## config.mk

```make
export PLATFORM = sky130hd
export DESIGN_NAME = pwm_capture
export DESIGN_NICKNAME = d
export VERILOG_FILES = /design/src/rtl/pwm_capture.sv
export SDC_FILE = /design/constraint.sdc
export NUM_CORES = 1
export LEC_CHECK = 0
export CAP_MARGIN = 20
export CORE_AREA = 2 2 95 97
export DETAILED_ROUTE_END_ITERATION = 10
export DIE_AREA = 0 0 97 99
export GPL_TIMING_DRIVEN = 0
export PLACE_DENSITY = 0.6
export SLEW_MARGIN = 0
export SYNTH_ARGS = -nofsm -noshare
export SYNTH_HDL_FRONTEND = slang
export SYNTH_SLANG_ARGS = --single-unit
```

## constraint.sdc

```tcl
create_clock -name clk -period 1.9 [get_ports clk]
set_clock_uncertainty 0.1 [all_clocks]
set_input_delay 0.475 -clock clk [delete_from_list [all_inputs] [get_ports clk]]
set_output_delay 0.475 -clock clk [all_outputs]
set_load 0.01 [all_outputs]
```

## src/rtl/pwm_capture.sv

```systemverilog
// PWM input measurement: synchronises pwm_in, times each rise-to-rise period and its high phase,
// and drops 'active' when a required edge fails to arrive within TIMEOUT cycles.
//
// state   | meaning
// --------+---------------------------------------------------------------
// IDLE    | waiting for the synchronised input to read low
// ARM     | waiting for the first rise; the partial period before it is discarded
// HIGH    | input high, counting; a fall latches the high-phase length
// LOW     | input low, counting; a rise publishes period/high_time
module pwm_capture #(
   parameter int CNT_W   = 16,
   parameter int TIMEOUT = 20000
) (
   input  logic             clk,
   input  logic             rst,
   input  logic             pwm_in,
   output logic [CNT_W-1:0] period,
   output logic [CNT_W-1:0] high_time,
   output logic             valid,
   output logic             active,
   output logic             stuck_level
);

   typedef enum logic [1:0] {
      ST_IDLE = 2'd0,
      ST_ARM  = 2'd1,
      ST_HIGH = 2'd2,
      ST_LOW  = 2'd3
   } state_t;

   localparam logic [CNT_W-1:0] TIMEOUT_C = CNT_W'(TIMEOUT);
   localparam logic [CNT_W-1:0] ONE_C     = CNT_W'(1);

   logic             sync1_q;
   logic             s_q;
   logic             s_d_q;
   state_t           state_q,     state_d;
   logic [CNT_W-1:0] cnt_q,       cnt_d;
   logic [CNT_W-1:0] hi_lat_q,    hi_lat_d;
   logic [CNT_W-1:0] period_q,    period_d;
   logic [CNT_W-1:0] high_time_q, high_time_d;
   logic             valid_q,     valid_d;
   logic             active_q,    active_d;
   logic             stuck_q,     stuck_d;

   logic rise;
   logic fall;
   logic at_limit;

   assign rise     = s_q & ~s_d_q;
   assign fall     = ~s_q & s_d_q;
   assign at_limit = (cnt_q == TIMEOUT_C);

   always_ff @(posedge clk) begin
      if (rst) begin
         sync1_q     <= 1'b0;
         s_q         <= 1'b0;
         s_d_q       <= 1'b0;
         state_q     <= ST_IDLE;
         cnt_q       <= '0;
         hi_lat_q    <= '0;
         period_q    <= '0;
         high_time_q <= '0;
         valid_q     <= 1'b0;
         active_q    <= 1'b0;
         stuck_q     <= 1'b0;
      end else begin
         sync1_q     <= pwm_in;
         s_q         <= sync1_q;
         s_d_q       <= s_q;
         state_q     <= state_d;
         cnt_q       <= cnt_d;
         hi_lat_q    <= hi_lat_d;
         period_q    <= period_d;
         high_time_q <= high_time_d;
         valid_q     <= valid_d;
         active_q    <= active_d;
         stuck_q     <= stuck_d;
      end
   end

   // A required edge arriving on the same cycle as the limit is a normal transition.
   always_comb begin
      state_d     = state_q;
      cnt_d       = cnt_q;
      hi_lat_d    = hi_lat_q;
      period_d    = period_q;
      high_time_d = high_time_q;
      valid_d     = 1'b0;
      active_d    = active_q;
      stuck_d     = stuck_q;
      case (state_q)
         ST_IDLE: begin
            if (!s_q) state_d = ST_ARM;
         end
         ST_ARM: begin
            if (rise) begin
               state_d = ST_HIGH;
               cnt_d   = ONE_C;
            end
         end
         ST_HIGH: begin
            cnt_d = cnt_q + ONE_C;
            if (fall) begin
               state_d  = ST_LOW;
               hi_lat_d = cnt_q;
            end else if (at_limit) begin
               state_d  = ST_IDLE;
               active_d = 1'b0;
               stuck_d  = 1'b1;
            end
         end
         ST_LOW: begin
            if (rise) begin
               state_d     = ST_HIGH;
               period_d    = cnt_q;
               high_time_d = hi_lat_q;
               valid_d     = 1'b1;
               active_d    = 1'b1;
               cnt_d       = ONE_C;
            end else begin
               cnt_d = cnt_q + ONE_C;
               if (at_limit) begin
                  state_d  = ST_IDLE;
                  active_d = 1'b0;
                  stuck_d  = 1'b0;
               end
            end
         end
         default: state_d = ST_IDLE;
      endcase
   end

   assign period      = period_q;
   assign high_time   = high_time_q;
   assign valid       = valid_q;
   assign active      = active_q;
   assign stuck_level = stuck_q;

endmodule

```

# After elaboration in Yosys (flattened, before gate mapping)
# Cells that the tools add are included.
# totals
word_cells,56
output_inout_bits,35
regBits,72
# op_classes
n_eq_ne,10
n_reduce_logical,10
add_sub_neg,1
muxes,19
n_bitwise,5
# ops
cell,count
one-hot mux 16 bit (3 select lines),1
two-way mux 16 bit,2
"adder 16 x 1 -> 16 bit, second input constant",1
"equality test 16 x 15 -> 1 bit, second input constant",1
"!= test 2 bit, second input constant",6
two-way mux 2 bit,5
AND reduction 2 bit,5
two-way mux 1 bit,8
one-hot mux 2 bit (4 select lines),1
AND reduction 5 bit,1
"equality test 2 bit, second input constant",2
one-hot mux 1 bit (2 select lines),2
NOT 1 bit,3
nonzero test 3 bit,1
bitwise AND 1 bit,2
"equality test 2 x 1 -> 1 bit, second input constant",1
zero test 2 bit,1
nonzero test 2 bit,1
OR reduction 2 bit,1

# Longest topological paths before layout
# depth
word_depth,4
depth_mapped,7
depth_no_buf,6

# Least setup slack after synthesis
# Ideal clock, no wire load.
# synth_timing
kind,reg-to-reg
startpoint,reg cnt_q[0]
endpoint,reg stuck_q (netlist: stuck_level)
setup_time_ns,0.127
t_required_ns,1.673
setup_slack_ns,0.083
period_less_slack_ns,1.817
t_arrival_ns,1.591
stages_incl_launch_ff,7
n_path_buf,0
cell_sequence,dfxtp_1 inv_1 ha_1 nor4bb_1 nand4_1 and3b_1 or3_1
# synth_between
elab_chain_cells,3
# synth_rtl
item,line,source
from (decl),38,"logic [CNT_W-1:0] cnt_q, cnt_d;"
from (signal assigned),72,cnt_q <= cnt_d;
equality test 16 x 15 -> 1 bit *,52,assign at_limit = (cnt_q == TIMEOUT_C);
!= test 2 bit (no source line),-,
AND reduction 5 bit (no source line) *,-,
to (signal assigned),78,stuck_q <= stuck_d;
to (decl),44,"logic stuck_q, stuck_d;"
# Every way passes the cells marked *; elsewhere a longest branch is shown, timed or not.
# A chain may end at the register's enable or synchronous reset.

# Worst setup path after layout
# layout_timing
startpoint,reg stuck_q (netlist: stuck_level)
endpoint,out stuck_level
# layout_lines
item,line,source
to (decl),21,output logic stuck_level
# No word-level cell between the ends.

==> run_results.csv <==
group,metric,value,unit
status,run_status,"completed",
floorplanning,design.die.area,9600,um^2
logic_synthesis,synth_top_family_by_area,"simple AND/OR/NAND/NOR gates",
setup_path,r2r_cells,6,
setup_path,crit_type,"flip-flop to output port",
detailed_routing,ant_nets,0,
timing,slew_headroom,69.8,%
global_routing,track_usage,14.0,%
floorplanning,ios,38,
logic_synthesis,syn_area,2780,um^2
timing,tightestPinTransition,0.453,ns
setup_path,arrival,1.27,ns
setup_path,r2r-end,"stuck_level",
floorplanning,rows,34,
detailed_routing,met3_length,219,um
hold_path,holdPathEnd,"s_q",
finish,layout_common_cells,"nand2_1 (103), dfxtp_1 (68), a21oi_1 (55)",
logic_synthesis,synth_enable_flop_cells,0,
logic_synthesis,synth_cell_types,36,
detailed_routing,drt_iter0_drc,84,
floorplanning,initial_core_util,32.5,%
setup_path,max_stage_delay,0.56,ns
timing,period_needed,1.85,ns
place,place_hpwl,4490,um
finish,syn2layout_area_growth,26.8,%
clock_network,clockBufferDepth,2,
logic_synthesis,synth-xor-area-share,3.47,%
finish,final_nets,388,
timing,finalCritPeriodShare,97.2,%
detailed_routing,routed_via_density,4.78,
clock_network,numCtsBuffers,9,
global_routing,grt_first_pass_wirelength,10800,um
power,vdd_drop_max,0.000250,V
timing,worst_hold_slack,0.353,ns
logic_synthesis,synthMuxAreaShare,0.721,%
clock_network,ctsRootBufferMaster,"clkbuf_8",
logic_synthesis,yosys.area.top_type,"dfxtp_1",
setup_path,required,1.32,ns
power,p_per_area,789,nW/um^2
logic_synthesis,ys_ff_latch,72,
global_routing,overflow,0,
clock_network,clock-sinks,72,
logic_synthesis,yosys_warnings,0,
global_routing,antenna_found_initial,0,
logic_synthesis,synth_seq_area_share,51.9,%
clock_network,cts_hold_buf,0,
hold_path,whs_path_depth,1,
finish,diodes,0,
setup_path,crit_family,"buffers and inverters",
detailed_routing,drcViolationCount,0,
clock_network,cts.clk_slew.worst_paths,0.07,ns
setup_path,timing.rr.start,"cnt_q[0]",
logic_synthesis,synth_compound_area_share,11.6,%
timing,clock.fmax,541,MHz
floorplanning,die_h,99,um
logic_synthesis,synth-simple-area-share,27.0,%
setup_path,critPathLaunchType,"flip-flop",
logic_synthesis,synth_top_area_share,51.9,%
place,preCtsSetupSlack,-0.346,ns
detailed_routing,wl_per_cell,12.7,um
global_routing,grt_pass1_vias,2252,
logic_synthesis,avgSynthCellArea,8.26,um^2
clock_network,htree_levels,3,
place,dpl-instance-area,3280,um^2
timing,setup_tns,0,ns
run,max_cap_viol_count,0,
setup_path,regToRegSetupSlack,0.11,ns
timing,hold_violations,0,
detailed_routing,met2RoutedLength,3050,um
timing,rsz0062_at_grt,"no",
setup_path,slowest_stage,"clkdlybuf4s50_1",
logic_synthesis,syn_nets,341,
floorplanning,core_area,8550,um^2
place,port_buffers,37,
hold_path,hp-start,"sync1_q",
detailed_routing,wirelength_met1,2920,um
timing,setup_ws,0.0532,ns
detailed_routing,firstDrtPassIters,4,
setup_path,crit_fanout,4,
timing,slew_viol_final,0,
setup_path,path_cells,"clkdlybuf4s50_1",
timing,setup_viol,0,
logic_synthesis,synthAdderAreaFrac,0.901,%
finish,final_common_cell,"nand2_1",
logic_synthesis,netlist_instances,336,
logic_synthesis,yosys-top-cells-area,"dfxtp_1 (52%), nand2_1 (14%), a21oi_1 (9.9%)",
finish,utilization,41.2,%
clock_network,cts_tree,"done",
setup_path,crit_path_end_kind,"output port",
logic_synthesis,synth_ff_type,"dfxtp_1",
detailed_routing,wirelength,6310,um
logic_synthesis,async_flop_share,0,%
clock_network,clkLatencyLatePin,0.34,ns
power,p_leak,1.18,nW
detailed_routing,vias,2365,
finish,drive_gt1_share,11.6,%
detailed_routing,top_layer_used,"met4",
finish,final_cell_area,3520,um^2
setup_path,path_buf_inv,1,
floorplanning,die_x,97,um
place,gp_congestion,0.782,
global_routing,grt_max_degree,13,
hold_path,hp-class,"flip-flop to flip-flop",
## state kept, by name, indices dropped and copies added (netlist names), 2 cells and up
register	count
cnt_q	16
hi_lat_q	16
high_time	16
period	16
state_q	2
## how the worst max path moves through the flow
stage | start | end | slack [ns] | cells after the start
after detailed placement | rst | period[9] | -0.35 | 4
after CTS | cnt_q[5] | stuck_level | 0.03 | 4
after floorplan | cnt_q[0] | stuck_level | 0.08 | 6
after global placement | rst | period[11] | -0.32 | 4
after global routing | cnt_q[1] | stuck_level | 0.0005 | 6
final | stuck_level | stuck_level | 0.05 | 1
## report_power, final
group / internal, mW / switching [mW]
Sequential: 1.51 / 0.00765
Combinational: 0.0208 / 0.0405
Clock: 0.632 / 0.564
Total: 2.17 / 0.612
## timing repair
| action | 4_1_cts | 5_1_grt |
|---|---|---|
| setup buffers | 1 | 0 |
| pin swaps | 3 | 0 |
| gates resized for setup | 6 | 18 |
| setup endpoints to repair | 1 | 52 |
## cell type report
type                            instances  area (um^2)
Clock inverter                          5         57.6
Fill cell                             884         5030
Buffer                                 22          109
Multi-Input combinational cell        236         1240
Clock buffer                           10          138
Sequential cell                        72         1450
Timing Repair Buffer                   38          378
Tap cell                              108          135
Inverter                                4         15.0
## kinds of logic after synthesis
| group | after synthesis |
|---|---|
| AO/OA/AOI/OAI | 63 |
| XOR/XNOR | 11 |
| adder cells (fa/ha/maj) | 2 |
| buffers and inverters | 28 |
| flip-flops | 72 |
| multiplexers | 2 |
| AND/OR/NAND/NOR | 158 |
## stage by stage
step	instances	total power [mW]
global placement	481	1.62
finish	495	2.78
global route	495	2.89
detailed placement	481	1.62
CTS	497	2.80
floorplan	336	1.60
## layer usage
layer	vias up	global-route usage (%)
li1	1212	-
met1	1103	17.3
met2	39	23.3
met3	11	3.12
met4	0	6.50
met5	-	0
## Yosys cell counts (2+ instances only)
library cell	number
a21oi_1	55
and2_1	3
and3_1	2
and3b_1	2
buf_2	6
buf_4	2
clkbuf_1	16
dfxtp_1	72
ha_1	2
inv_1	4
mux2i_1	2
nand2_1	103
nand3_1	4
nand4_1	7
nor2_1	13
nor2b_1	3
nor3_1	2
nor4_1	4
o21ai_0	5
or3_1	3
or3_2	2
xnor2_1	3
xor2_1	8
(Power assumes the default switching activity.)
